$ cat src/rtl/cpu_pkg.sv
// Shared core constants and types for the register file and its scoreboard.
package cpu_pkg;

  localparam int unsigned D_SIZE   = 32;
  localparam int unsigned R_NUM    = 8;
  localparam int unsigned R_ADDR   = 3;
  localparam int unsigned MAX_PEND = 3;
  localparam int unsigned PEND_W   = $clog2(MAX_PEND + 1);

  typedef logic [R_ADDR-1:0] reg_idx_t;
  typedef logic [PEND_W-1:0] pend_cnt_t;

endpackage

$ cat src/rtl/pend_counter.sv
// Saturating up/down counter tracking in-flight writes to one register.
module pend_counter #(
  parameter int unsigned W   = cpu_pkg::PEND_W,
  parameter int unsigned MAX = cpu_pkg::MAX_PEND
) (
  input  logic         clk,
  input  logic         rst_n,
  input  logic         inc,
  input  logic         dec,
  input  logic         clr,
  output logic [W-1:0] count
);

  import cpu_pkg::*;

  always_ff @(posedge clk or negedge rst_n) begin
    if (!rst_n) begin
      count <= '0;
    end else if (clr) begin
      count <= '0;
    end else if (inc && !dec && count != W'(MAX)) begin
      count <= count + 1'b1;
    end else if (dec && !inc && count != '0) begin
      count <= count - 1'b1;
    end
  end

endmodule

$ cat src/rtl/regfile_scoreboard.sv
// Register file with write-back bypass and per-register pending-write
// scoreboard that stalls issue on RAW hazards bypass cannot cover.
module regfile_scoreboard #(
  parameter int unsigned D_SIZE   = cpu_pkg::D_SIZE,
  parameter int unsigned R_NUM    = cpu_pkg::R_NUM,
  parameter int unsigned R_ADDR   = cpu_pkg::R_ADDR,
  parameter int unsigned MAX_PEND = cpu_pkg::MAX_PEND
) (
  input  logic              clk,
  input  logic              rst_n,
  input  logic [R_ADDR-1:0] rd_addr_a,
  input  logic [R_ADDR-1:0] rd_addr_b,
  input  logic              rd_use_a,
  input  logic              rd_use_b,
  output logic [D_SIZE-1:0] rd_data_a,
  output logic [D_SIZE-1:0] rd_data_b,
  input  logic              issue_valid,
  input  logic              issue_wr,
  input  logic [R_ADDR-1:0] issue_dest,
  output logic              stall,
  output logic              issue_fire,
  input  logic              wb_write_en,
  input  logic [R_ADDR-1:0] wb_dest,
  input  logic [D_SIZE-1:0] wb_data,
  input  logic              flush
);

  import cpu_pkg::*;

  localparam int unsigned CNT_W = $clog2(MAX_PEND + 1);

  logic [D_SIZE-1:0] regs [R_NUM];
  logic [CNT_W-1:0]  pend [R_NUM];
  logic [R_NUM-1:0]  inc_v;
  logic [R_NUM-1:0]  dec_v;

  logic             hit_a, hit_b;
  logic [CNT_W-1:0] eff_a, eff_b;
  logic             hazard_a, hazard_b, dest_full;

  always_ff @(posedge clk or negedge rst_n) begin
    if (!rst_n) begin
      for (int unsigned i = 0; i < R_NUM; i++) begin
        regs[i] <= '0;
      end
    end else if (wb_write_en) begin
      regs[wb_dest] <= wb_data;
    end
  end

  // A write-back retiring the last pending write in the same cycle is
  // covered by the bypass, so it is discounted before testing the hazard.
  always_comb begin
    hit_a     = wb_write_en && (wb_dest == rd_addr_a);
    hit_b     = wb_write_en && (wb_dest == rd_addr_b);
    rd_data_a = hit_a ? wb_data : regs[rd_addr_a];
    rd_data_b = hit_b ? wb_data : regs[rd_addr_b];
    eff_a     = pend[rd_addr_a] - CNT_W'(hit_a && (pend[rd_addr_a] != '0));
    eff_b     = pend[rd_addr_b] - CNT_W'(hit_b && (pend[rd_addr_b] != '0));
    hazard_a  = rd_use_a && (eff_a != '0);
    hazard_b  = rd_use_b && (eff_b != '0);
    dest_full = issue_wr && (pend[issue_dest] == CNT_W'(MAX_PEND))
                && !(wb_write_en && (wb_dest == issue_dest));
    stall      = issue_valid && (hazard_a || hazard_b || dest_full);
    issue_fire = issue_valid && !stall;
  end

  for (genvar r = 0; r < R_NUM; r++) begin : g_pend
    assign inc_v[r] = issue_fire && issue_wr && (issue_dest == R_ADDR'(r));
    assign dec_v[r] = wb_write_en && (wb_dest == R_ADDR'(r)) && (pend[r] != '0);

    pend_counter #(
      .W   (CNT_W),
      .MAX (MAX_PEND)
    ) u_cnt (
      .clk   (clk),
      .rst_n (rst_n),
      .inc   (inc_v[r]),
      .dec   (dec_v[r]),
      .clr   (flush),
      .count (pend[r])
    );
  end

endmodule

$ cat config.mk
export PLATFORM = sky130hd
export DESIGN_NAME = regfile_scoreboard
export DESIGN_NICKNAME = d
export VERILOG_FILES = /design/src/rtl/cpu_pkg.sv /design/src/rtl/pend_counter.sv /design/src/rtl/regfile_scoreboard.sv
export SDC_FILE = /design/constraint.sdc
export NUM_CORES = 1
export LEC_CHECK = 0
export CAP_MARGIN = 20
export CORE_ASPECT_RATIO = 2
export CORE_UTILIZATION = 49
export CTS_BUF_LIST = sky130_fd_sc_hd__clkbuf_4 sky130_fd_sc_hd__clkbuf_8
export DETAILED_ROUTE_END_ITERATION = 16
export GPL_TIMING_DRIVEN = 0
export PLACE_DENSITY = 0.67
export SKIP_LAST_GASP = 1
export SLEW_MARGIN = 20
export SYNTH_ARGS = -nofsm -noshare
export SYNTH_HDL_FRONTEND = slang
export SYNTH_SLANG_ARGS = --single-unit
$ cat constraint.sdc
create_clock -name clk -period 2.55 [get_ports clk]
set_input_delay 0.51 -clock clk [delete_from_list [all_inputs] [get_ports clk]]
set_output_delay 0.51 -clock clk [all_outputs]
set_load 0.005 [all_outputs]
==> reports/qor.yml, run 1 <==
detailed_routing:
  first_pass_iters: 5
  met1_length_um: 16900
  met3_length_um: 2980
  viasPerCell: 6.31
  wl_um: 49700
  highest_layer: "met4"
  route.detailed.drc: 0
  met2_length_um: 26300
  ant_nets: 0
  num_vias: 12600
  drt_iter0_markers: 950
  wl_per_cell_um: 24.9
sta:
  fmax_ghz: 0.352
  period_share_pct: 111
  rsz0062_at_grt: "yes"
  min_period_ns: 2.84
  hold_viol: 0
  whs_ns: 0.311
  slew_headroom_pct: 24.0
  finalWorstSetupSlack_ns: -0.289
  worst_slew_pin_slew_ns: 1.13
  finClkSkew_ns: 0.00984
  setup_viol: 24
  slew_violations: 0
layout:
  area.growth.synth_to_final_pct: 29.1
  multiInputGateArea_sq_um: 8960
  seq_area_sq_um: 6810
  drive_gt1_share_pct: 43.8
  fill_cells: 2269
  nets: 1644
  layout.cells.non_filler: 1997
clock_tree:
  htreeDepth: 2
  cts.path.max_buffers: 3
  cts.sinks: 272
  clk_pin_slew_ns: 0.08
  cts_made_buffers: 42
  cts_root_buffer: "clkbuf_8"
  cts_tree: "yes"
  clk_latency_ns: 0.59
grt:
  grt_overflow: 0
  grt_usage_pct: 31.9
  grt_max_degree: 96
  grt_pass1_vias: 13100
  grt_pass1_wl_um: 75700
  antenna_found_initial: 2
setup_path:
  startpoint: "g_pend[0].u_cnt.count[0]"
  end_kind: "primary output"
  path_max_fanout: 4
  critical_path_required_ns: 2.04
  cp-start-kind: "flop"
  rr_startpoint: "g_pend[5].u_cnt.count[1]"
  cp.arrival_ns: 2.33
  worst-setup-path-type: "reg -> out"
  reg2reg_depth: 9
placement:
  place_hpwl_um: 31100
  placed_cells: 1838
  place_congestion: 0.859
  io_buffers: 76
logic_synthesis:
  synth-xor-area-share_pct: 0.801
  synth_cell_types: 45
  seq_area_frac_synth_pct: 44.5
  yosys.area_share.simple_pct: 14.8
  synth_edf_count: 0
  synth_adder_area_share_pct: 0
  synth_top_family_by_area: "multiplexers"
  synth-compound-area-share_pct: 4.43
  synthFlopType: "dfrtp_1"
  ys_ff_latch: 272
  syn_area_per_cell_sq_um: 11.0
  synth_mux_area_share_pct: 31.8
  synthesis.area_sq_um: 15300
  synth_cells: 1387
  synth_fp_nets: 1439
  async_flop_share_pct: 100
  ys.warnings.count: 0
pwr:
  vdd_drop_max_mv: 0.493
  pwr_density_cell_nw_per_um2: 687
  power.leakage_nw: 8.49
min_path:
  worstHoldPathType: "in -> reg"
  hp-start: "wb_data[24]"
  hold_path_depth: 3
die:
  die_height_um: 252
  rows: 91
  dieArea_sq_um: 32000
  die_w_um: 127
  start_util_pct: 49.8
  boundaryPins: 118
  coreArea_sq_um: 30700
status:
  outcome: "finished, violations left"
  violations: "negative setup slack"
job:
  maxCapViolCount: 0
## registers in the layout, summed over array words and instances, names as in the netlist
register and cells:
regs 256, g_pend.u_cnt.count 16
## layout make-up
class | instances | area share, %
plain buffers | 132 | 5.42
repair buffers | 165 | 7.72
diodes | 2 | 0.0253
inverters | 3 | 0.0570
clock buffers | 65 | 4.18
clock inverters | 10 | 0.393
multi-input cells | 976 | 45.3
well taps | 372 | 2.36
flip-flops and latches | 272 | 34.5
## where the power goes
group | internal (mW) | total (mW) | switching, mW
Clock | 2.17 | 3.99 | 1.83
Sequential | 5.17 | 5.81 | 0.645
Combinational | 2.14 | 3.75 | 1.61
Total | 9.48 | 13.6 | 4.08
## critical path, cell delays in order (launching register included)
cell,delay [ns]
dfrtp_2,0.45
buf_4,0.15
and3b_1,0.18
a311oi_2,0.27
nor3_2,0.12
nor3_2,0.18
and3_4,0.20
and2_1,0.11
buf_2,0.10
## per-stage QoR
stage	TNS [ns]	power (mW)	worst slack, ns	util [%]	cell area [sq um]
after CTS	-1.91	13.4	-0.291	63.1	19400
after global routing	-5.46	14.1	-0.387	64.2	19700
after floorplan	0	7.84	0.0276	-	15300
after detailed placement	-243.32	9.16	-1.80	54.1	16600
after global placement	-3172.00	9.00	-10.86	53.8	16500
final	-1.38	13.6	-0.289	64.2	19800
## logic make-up (layout without fill, tap and decap cells)
family                    Yosys count  after routing
and+or+nand+nor                   559            559
muxes                             298            298
AOI/OAI and AO/OA                 105            105
xor gates and xnor gates           14             14
DFF                               272            272
buffers and inverters             139            375
other                               0              2
## synth_stat cells (2+ instances only)
master	count	area, sq um
nand2_1	430	1610
dfrtp_1	272	6810
mux2_2	161	1810
mux4_2	135	3040
clkbuf_1	106	398
nor2_1	74	278
a31oi_1	64	400
buf_2	17	85.1
a21oi_1	15	75.1
xnor2_1	12	105
buf_1	11	41.3
nand3_1	11	55.1
nor2b_1	10	62.6
o21ai_0	9	45.0
nand4_1	6	37.5
nor3_1	5	25.0
nor3b_1	5	37.5
a211oi_1	4	30.0
and2_1	4	25.0
a211oi_2	3	37.5
inv_1	3	11.3
a211o_1	2	17.5
and3_1	2	12.5
mux2i_1	2	20.0
nand2b_1	2	12.5
o311ai_0	2	17.5
xor2_1	2	17.5
## placed cells by master, fill, tap and decap left out, types with 32 or more instances in the layout
| master | count |
|---|---|
| mux4_2 | 135 |
| nand2_1 | 419 |
| nor2_1 | 32 |
| buf_4 | 66 |
| buf_2 | 44 |
| clkbuf_1 | 70 |
| mux2_2 | 161 |
| dfrtp_1 | 266 |
| a31oi_4 | 35 |
| clkbuf_8 | 59 |
## final timing paths
check                                                 to  slack, ns
min in group asynchronous                       regs[89]       0.40
worst max register to register  g_pend[3].u_cnt.count[0]      -0.15
worst min-delay path                           regs[120]       0.31
worst min register to register                 regs[183]       0.50
max in group asynchronous       g_pend[2].u_cnt.count[1]       0.52
worst max-delay path                          issue_fire      -0.29
## timing repair
action / in CTS / in global routing
setup buffers: 48 / 27
endpoints found under the setup margin: 175 / 72
gates cloned: 11 / 1
endpoints found under the hold margin: 44 / 0
hold buffers: 1 / 0
pin swaps: 22 / 24
gates resized for setup: 518 / 111
## routing by layer
layer	track usage, %	up-vias
met5	0	-
met1	34.7	6430
li1	-	5328
met4	21.0	0
met2	56.5	623
met3	5.34	224
Power figures use the tool's default switching activity.
==> run 2: changes to the inputs <==
--- a/config.mk
+++ b/config.mk
@@ -11,6 +11,7 @@
 export CTS_BUF_LIST = sky130_fd_sc_hd__clkbuf_4 sky130_fd_sc_hd__clkbuf_8
 export DETAILED_ROUTE_END_ITERATION = 16
 export GPL_TIMING_DRIVEN = 0
+export MAX_ROUTING_LAYER = met4
 export PLACE_DENSITY = 0.67
 export SKIP_LAST_GASP = 1
 export SLEW_MARGIN = 20
==> run 2 against run 1 <==
The run still ends with negative setup slack left. Clock power is essentially flat. Non-clock buffer count is 1 higher. Design area is 0.17% higher. Combinational power is essentially flat. Final cell count barely moved. Flip-flop and latch count is the same. Largest power group unchanged.
==> reports/qor.yml, run 2 (synthesis gave the netlist of run 1 again) <==
detailed_routing:
  wl_per_cell_um: 25.0  # +0.51%
  ant_nets: 0  # unchanged
  drt_iter0_markers: 909  # -4.3%
  route.detailed.drc: 0  # unchanged
  first_pass_iters: 6  # +1
  viasPerCell: 6.33  # +0.28%
  wl_um: 50000  # +0.56%
  num_vias: 12600  # +0.33%
placement:
  io_buffers: 76  # unchanged
  place_hpwl_um: 31100  # unchanged
  place_congestion: 0.873  # +1.6%
  placed_cells: 1838  # unchanged
min_path:
  hp-start: "wb_data[24]"
  worstHoldPathType: "in -> reg"
setup_path:
  startpoint: "g_pend[0].u_cnt.count[0]"
  rr_startpoint: "g_pend[5].u_cnt.count[1]"
  path_cells: "buf_4 > and3b_1 > a311oi_2 > nor3_2 > nor3_2 > and3_4 > and2_1 > buf_2"
  cpMaxStageDelayCell: "dfrtp_2"
  cpMostUsedCell: "nor3_2"
  worst-setup-path-type: "reg -> out"
  critical_path_required_ns: 2.04  # about the same
  cp-start-kind: "flop"
  end_kind: "primary output"
  cp.arrival_ns: 2.35  # +0.02 ns
  path_max_fanout: 4  # unchanged
  worst_path_largest_cell_delay_ns: 0.45  # about the same
sta:
  period_share_pct: 112  # +0.69 points
  fmax_ghz: 0.350  # -0.62%
  rsz0062_at_grt: "yes"
  finClkSkew_ns: 0.00978  # -0.0000545 ns
  finalWorstSetupSlack_ns: -0.306  # -0.0176 ns
  slew_headroom_pct: 26.0  # +2.1 points
  min_period_ns: 2.86  # +0.0176 ns
  worst_slew_pin_slew_ns: 1.10  # -0.0305 ns
  setup_viol: 32  # +33%
  slew_violations: 0  # unchanged
  tns_ns: -1.73  # -0.346 ns
  hold_viol: 0  # unchanged
layout:
  seq_area_sq_um: 6810  # unchanged
  nets: 1645  # +0.061%
  drive_gt1_share_pct: 44.0  # +0.16 points
  layout_commonest_cell: "nand2_1"
  largest_register: "regs"
  multiInputGateArea_sq_um: 8960  # about the same
  layout.cells.non_filler: 1998  # +0.050%
  fin_util_pct: 64.4  # +0.11 points
  largest_reg_flops: 256  # unchanged
  final_cell_mix: "417 x nand2_1, 266 x dfrtp_1, 161 x mux2_2"
  top_regs: "regs: 256 flops, g_pend.u_cnt.count: 16 flops"
  area.growth.synth_to_final_pct: 29.3
  fill_cells: 2262  # -0.31%
pwr:
  fin_total_pwr_mw: 13.6  # +0.11%
  power.leakage_nw: 8.50  # +0.17%
  pwr_density_cell_nw_per_um2: 686  # about the same
  vdd_drop_max_mv: 0.492  # about the same
clock_tree:
  cts.path.max_buffers: 3  # unchanged
  cts_made_buffers: 42  # unchanged
  cts_tree: "yes"
  clk_pin_slew_ns: 0.07  # about the same
  htreeDepth: 2  # unchanged
  cts_root_buffer: "clkbuf_8"
  cts.sinks: 272  # unchanged
  clk_latency_ns: 0.59  # about the same
die:
  start_util_pct: 49.8  # unchanged
  die_height_um: 252  # unchanged
  dieArea_sq_um: 32000  # unchanged
  rows: 91  # unchanged
  coreArea_sq_um: 30700  # unchanged
  boundaryPins: 118  # unchanged
  die_w_um: 127  # unchanged
grt:
  grt_pass1_vias: 13100  # +0.076%
  grt_overflow: 0  # unchanged
  grt_pass1_wl_um: 75700  # about the same
  grt_max_degree: 96  # unchanged
  grt_usage_pct: 32.8  # +0.97 points
  antenna_found_initial: 2  # unchanged
job:
  maxCapViolCount: 0  # unchanged
status:
  outcome: "finished, violations left"
  violations: "negative setup slack"
run 2: changes by cell type in the layout (fill, tap and decap cells not counted), sizes merged:
cell    delta
clkbuf     +1
run 2: final timing paths:
check | depth (start not counted) | slack [ns] | endpoint
max | 8 | -0.31 | issue_fire
min | 3 | 0.30 | regs[120]
max reg2reg | 9 | -0.14 | g_pend[3].u_cnt.count[0]
min reg2reg | 2 | 0.50 | regs[183]
max in group asynchronous | 5 | 0.55 | g_pend[6].u_cnt.count[0]
min in group asynchronous | 2 | 0.39 | regs[89]
run 2: area by class of cell:
| class | instances | share of cell area [%] |
|---|---|---|
| Multi-Input combinational cell | 976 | 45.3 |
| Antenna cell | 2 | 0.0253 |
| Sequential cell | 272 | 34.4 |
| Tap cell | 372 | 2.35 |
| Timing Repair Buffer | 166 | 7.85 |
| Buffer | 132 | 5.41 |
| Clock buffer | 65 | 4.17 |
| Clock inverter | 10 | 0.392 |
| Inverter | 3 | 0.0569 |
run 2: critical path: cells and delay by family, from the launching register on:
kind                   cells  cell delay (ns)
AND/OR/NAND/NOR            5             0.79
flip-flops                 1             0.45
buffers and inverters      2             0.25
AO/OA/AOI/OAI              1             0.28
run 2: repair_timing:
item,CTS,global route
gates resized for setup,518,114
hold buffers,1,0
buffers inserted,48,27
setup endpoints to repair,175,72
gates cloned,11,2
endpoints found under the hold margin,44,0
pin swaps,22,24
run 2: per-stage QoR:
stage | setup WS (ns) | instance area (sq um) | hold WS, ns
2_1_floorplan | 0.0276 | 15300 | 0.214
3_3_place_gp | -10.86 | 16500 | 0.471
3_5_place_dp | -1.80 | 16600 | 0.427
4_1_cts | -0.291 | 19400 | 0.281
5_1_grt | -0.389 | 19800 | 0.329
6_report | -0.306 | 19800 | 0.302
run 2: routing by layer:
metal	routed length [um]	global-route usage, %	up-vias
met2	26200	56.1	652
met3	3110	5.24	260
li1	-	-	5328
met1	17000	35.2	6406
met5	0	-	-
met4	3760	21.2	0
run 2: power by group:
group | switching [mW] | internal (mW)
registers | 0.648 | 5.17
logic | 1.61 | 2.15
clock network | 1.83 | 2.17
total | 4.09 | 9.48
==> RTL change 1: new RTL, config.mk and constraints of run 2 <==
The package constant `MAX_PEND` goes from 3 to 2.
--- a/src/rtl/cpu_pkg.sv
+++ b/src/rtl/cpu_pkg.sv
@@ -4,7 +4,7 @@
   localparam int unsigned D_SIZE   = 32;
   localparam int unsigned R_NUM    = 8;
   localparam int unsigned R_ADDR   = 3;
-  localparam int unsigned MAX_PEND = 3;
+  localparam int unsigned MAX_PEND = 2;
   localparam int unsigned PEND_W   = $clog2(MAX_PEND + 1);
 
   typedef logic [R_ADDR-1:0] reg_idx_t;
Behaviour: not the same (Yosys sat finds a counterexample within 4 cycles, from zero or initial values and one cycle with rst_n low).
==> RTL change 1 against run 2 <==
- the run still ends with setup timing left
- synthesized cell count up 9.9%
- critical path depth down 1
- fmax down 11%
- design area up 0.30%
- total power down 0.27%
- routed wire length up 7.9%
- die area up 1.6%
- sequential cell count unchanged
- worst setup slack worse by 0.37 ns
- area after synthesis up 1.6%
- largest power group unchanged
==> RTL change 1: results (changes against run 2) <==
{
  "synthesis.instances": {"value": 1525, "change": "was 1387"},
  "grt_first_pass_wirelength": {"value": 80.9, "unit": "mm", "change": "was 75.7 mm"},
  "layout.nonclk_buf_frac": {"value": 0.141, "change": "was 0.133"},
  "layout.non_clock_buffers": {"value": 315, "change": "was 298"},
  "vdd_drop_max": {"value": 0.000450, "unit": "V", "change": "was 0.000492 V"},
  "violations": {"value": "setup timing", "change": "unchanged"},
  "skew": {"value": 0.00630, "unit": "ns", "change": "was 0.00978 ns"},
  "numCtsBuffers": {"value": 40, "change": "was 42"},
  "timing.reg2reg.setup_slack": {"value": -0.28, "unit": "ns", "change": "was -0.14 ns"},
  "run_status": {"value": "finished with violations", "change": "unchanged"},
  "layout.nets": {"value": 1793, "change": "was 1645"},
  "worstPathMaxFanout": {"value": 3, "change": "was 4"},
  "cp-endpoint": {"value": "stall", "change": "was issue_fire"},
  "track_usage": {"value": 0.349, "change": "was 0.328"},
  "pwr_density_cell": {"value": 682, "unit": "nW/um^2", "change": "was 686 nW/um^2"},
  "layout_setup_ws": {"value": -0.675, "unit": "ns", "change": "was -0.306 ns"},
  "seq-power": {"value": 5.76, "unit": "mW", "change": "was 5.82 mW"},
  "post-cts-setup-buffer-count": {"value": 68, "change": "was 48"},
  "setup-violations-final": {"value": 33, "change": "was 32"},
  "combinational_fraction_of_design_power": {"value": 0.271, "change": "was 0.277"},
  "muxShareOfSynthArea": {"value": 0.290, "change": "was 0.318"},
  "critical-path-slowest-cell": {"value": "mux4_2", "change": "was dfrtp_2"},
  "sw_frac_of_total": {"value": 0.304, "change": "was 0.301"},
  "grt.met1_usage": {"value": 0.379, "change": "was 0.352"},
  "detail_route.wirelength.met1": {"value": 18.6, "unit": "mm", "change": "was 17.0 mm"},
  "synth_compound_gate_area_share": {"value": 0.0484, "change": "was 0.0443"},
  "global_route.usage.met3": {"value": 0.0535, "change": "was 0.0524"},
  "final-clk-cell-share": {"value": 0.0455, "change": "was 0.0457"},
  "finalCoreUtilization": {"value": 0.641, "change": "was 0.644"},
  "detail_route.wirelength": {"value": 54.0, "unit": "mm", "change": "was 50.0 mm"}
}
==> RTL change 1: changes by cell type in the layout (fill, tap and decap cells not counted), sizes merged, moves of 5 or more <==
cell    change
a21oi      +27
a31oi      -27
clkbuf     +11
inv         +7
mux2       -58
mux2i      +33
nand2     +127
nand3b      +5
nor2b       -5
nor3        +7
or3         +7
xnor2       -6
==> RTL change 1: kinds of logic after synthesis <==
family	Yosys count
AND/OR/NAND/NOR	705
multiplexers	271
flip-flops	272
buffers and inverters	150
XOR/XNOR	8
AO/OA/AOI/OAI	119
==> RTL change 1: how the worst min path moves through the flow <==
stage | from | end | slack (ns) | cells after the start
2_1_floorplan | rst_n | g_pend[0].u_cnt.count[0] | 0.21 | 0
3_3_place_gp | regs[164] | regs[164] | 0.47 | 2
3_5_place_dp | regs[2] | regs[2] | 0.48 | 2
4_1_cts | wb_data[23] | regs[87] | 0.27 | 3
5_1_grt | wb_data[23] | regs[119] | 0.34 | 3
6_report | wb_data[23] | regs[119] | 0.30 | 3
==> RTL change 2: new RTL, settings of run 2 <==
Without the edit above. Make the reset (`rst_n`) synchronous in 2 clocked blocks.
--- a/src/rtl/pend_counter.sv
+++ b/src/rtl/pend_counter.sv
@@ -13,7 +13,7 @@
 
   import cpu_pkg::*;
 
-  always_ff @(posedge clk or negedge rst_n) begin
+  always_ff @(posedge clk) begin
     if (!rst_n) begin
       count <= '0;
     end else if (clr) begin
--- a/src/rtl/regfile_scoreboard.sv
+++ b/src/rtl/regfile_scoreboard.sv
@@ -38,7 +38,7 @@
   logic [CNT_W-1:0] eff_a, eff_b;
   logic             hazard_a, hazard_b, dest_full;
 
-  always_ff @(posedge clk or negedge rst_n) begin
+  always_ff @(posedge clk) begin
     if (!rst_n) begin
       for (int unsigned i = 0; i < R_NUM; i++) begin
         regs[i] <= '0;
Check against the original RTL: not equivalent (Yosys sat finds a counterexample within 4 cycles, from zero or initial values and one cycle with rst_n low; the reset may be asserted at any time).
==> RTL change 2 against run 2 <==
- the run still ends with setup timing left
- count of clock-buffer cells in the layout down 12
- worst setup slack worse by 0.12 ns
- global-route usage shrank 0.82 points
- design area is 2.8% higher
- sequential cell count stayed put
- clock skew is 0.00071 ns lower
- routed wire length shrank 0.36%
- via count is 6.9% lower
- total power fell by 19%
- area after synthesis grew 0.90%
- sequential share of layout area grew 5.0 points
- critical path type unchanged
==> RTL change 2: results (changes against run 2) <==
{
  "drt_first_iter_violations": {"value": 1139, "change": "was 909"},
  "layout_setup_ws": {"value": -0.424, "unit": "ns", "change": "was -0.306 ns"},
  "hold_class": {"value": "register to register", "change": "was primary input to register"},
  "track_usage": {"value": 0.320, "change": "was 0.328"},
  "synth_enable_flop_cells": {"value": 256, "change": "was 0"},
  "vdd_drop_max": {"value": 0.000347, "unit": "V", "change": "was 0.000492 V"},
  "skew": {"value": 0.00907, "unit": "ns", "change": "was 0.00978 ns"},
  "synth_compound_gate_area_share": {"value": 0.0526, "change": "was 0.0443"},
  "crit_path_max_incr_delay": {"value": 0.47, "unit": "ns", "change": "was 0.45 ns"},
  "fraction_of_synthesis_flops_using_an_asynchronous_set_or_reset_pin": {"value": 0, "change": "was 1.00"},
  "muxShareOfSynthArea": {"value": 0.222, "change": "was 0.318"},
  "run_status": {"value": "finished with violations", "change": "unchanged"},
  "drt-pass1-iter-count": {"value": 5, "change": "was 6"},
  "netlist-cell-type-count": {"value": 40, "change": "was 45"},
  "reg2reg_from": {"value": "g_pend[6].u_cnt.count[1]", "change": "was g_pend[5].u_cnt.count[1]"},
  "post_drt_wl_per_cell": {"value": 25.9, "unit": "um", "change": "was 25.0 um"},
  "fraction_of_layout_cells_with_a_size_suffix_above_1": {"value": 0.353, "change": "was 0.440"},
  "vias_per_cell": {"value": 6.11, "change": "was 6.33"},
  "layout.nets": {"value": 1531, "change": "was 1645"},
  "synth_fp_nets": {"value": 1263, "change": "was 1439"},
  "synth_top_cells_by_count": {"value": "and2_1, edfxtp_1, mux4_2, nor2_1, nand2_1", "change": "was nand2_1, dfrtp_1, mux2_2, mux4_2, clkbuf_1"},
  "power.leakage": {"value": 7.45, "unit": "nW", "change": "was 8.50 nW"},
  "violations": {"value": "setup timing", "change": "unchanged"},
  "dp.final_hpwl": {"value": 30.7, "unit": "mm", "change": "was 31.1 mm"},
  "finalSetupTns": {"value": -3.47, "unit": "ns", "change": "was -1.73 ns"},
  "setup-violations-final": {"value": 39, "change": "was 32"}
}
## RTL change 2: cell types whose count changed in the layout (fill, tap and decap cells not counted), moves of 41 or more
| cell | run 2 | this run |
|---|---|---|
| and2_1 | 4 | 257 |
| mux2_2 | 161 | 1 |
| nand2_1 | 417 | 69 |
| edfxtp_1 | 0 | 256 |
| clkbuf_1 | 70 | 29 |
| nor2_1 | 32 | 78 |
| dfrtp_1 | 266 | 0 |
## RTL change 2: kinds of logic after synthesis
logic type | count (synthesis)
AO/OA/AOI/OAI | 131
XOR/XNOR | 9
buffers and inverters | 109
flip-flops | 272
multiplexers | 176
AND/OR/NAND/NOR | 514
## RTL change 2: final cells by class
cell class,count,area share
diodes,1,0.000123
repair buffers,230,0.113
flip-flops and latches,272,0.395
clock inverters,18,0.00517
inverters,14,0.00258
plain buffers,90,0.0502
well taps,418,0.0257
multi-input cells,830,0.376
clock buffers,53,0.0325
## RTL change 2: stage by stage
stage	std cells	hold slack, ns	utilization	area [um^2]
floorplan	1211	0.501	-	15500
global placement	1738	0.537	0.553	17100
detailed placement	1746	0.548	0.559	17300
CTS	1890	0.543	0.637	19700
global route	1926	0.558	0.656	20300
finish	1926	0.551	0.656	20300
## RTL change 2: timing repair
item	4_1_cts	5_1_grt
pin swaps	27	29
buffers inserted	66	40
endpoints found under the setup margin	276	102
cloned	7	5
gates resized for setup	433	150
## RTL change 2: per-layer routing
layer	wire, um	GRT usage	share of wire
met1	16800	0.336	0.34
met2	27300	0.583	0.55
met3	3060	0.0401	0.061
met4	2660	0.161	0.053
met5	0	-	0
## RTL change 2: worst min-delay path: stages (launching register included)
cell	delay, ns
dfxtp_2	0.36
o21ai_0	0.09
a21oi_1	0.07
## RTL change 2: power by group
part | internal [mW] | switching, mW
Sequential | 5.16 | 0.134
Clock | 1.79 | 1.75
Combinational | 1.13 | 1.05
## RTL change 2: how the worst min path moves through the flow
stage	start	to	slack (ns)	cells after the start
global placement	g_pend[3].u_cnt.count[0]	g_pend[3].u_cnt.count[1]	0.54	2
finish	g_pend[4].u_cnt.count[1]	g_pend[4].u_cnt.count[1]	0.55	2
floorplan	g_pend[3].u_cnt.count[0]	g_pend[3].u_cnt.count[1]	0.50	2
CTS	g_pend[7].u_cnt.count[1]	g_pend[7].u_cnt.count[1]	0.54	2
global route	g_pend[1].u_cnt.count[1]	g_pend[1].u_cnt.count[1]	0.56	2
detailed placement	g_pend[3].u_cnt.count[0]	g_pend[3].u_cnt.count[1]	0.55	2
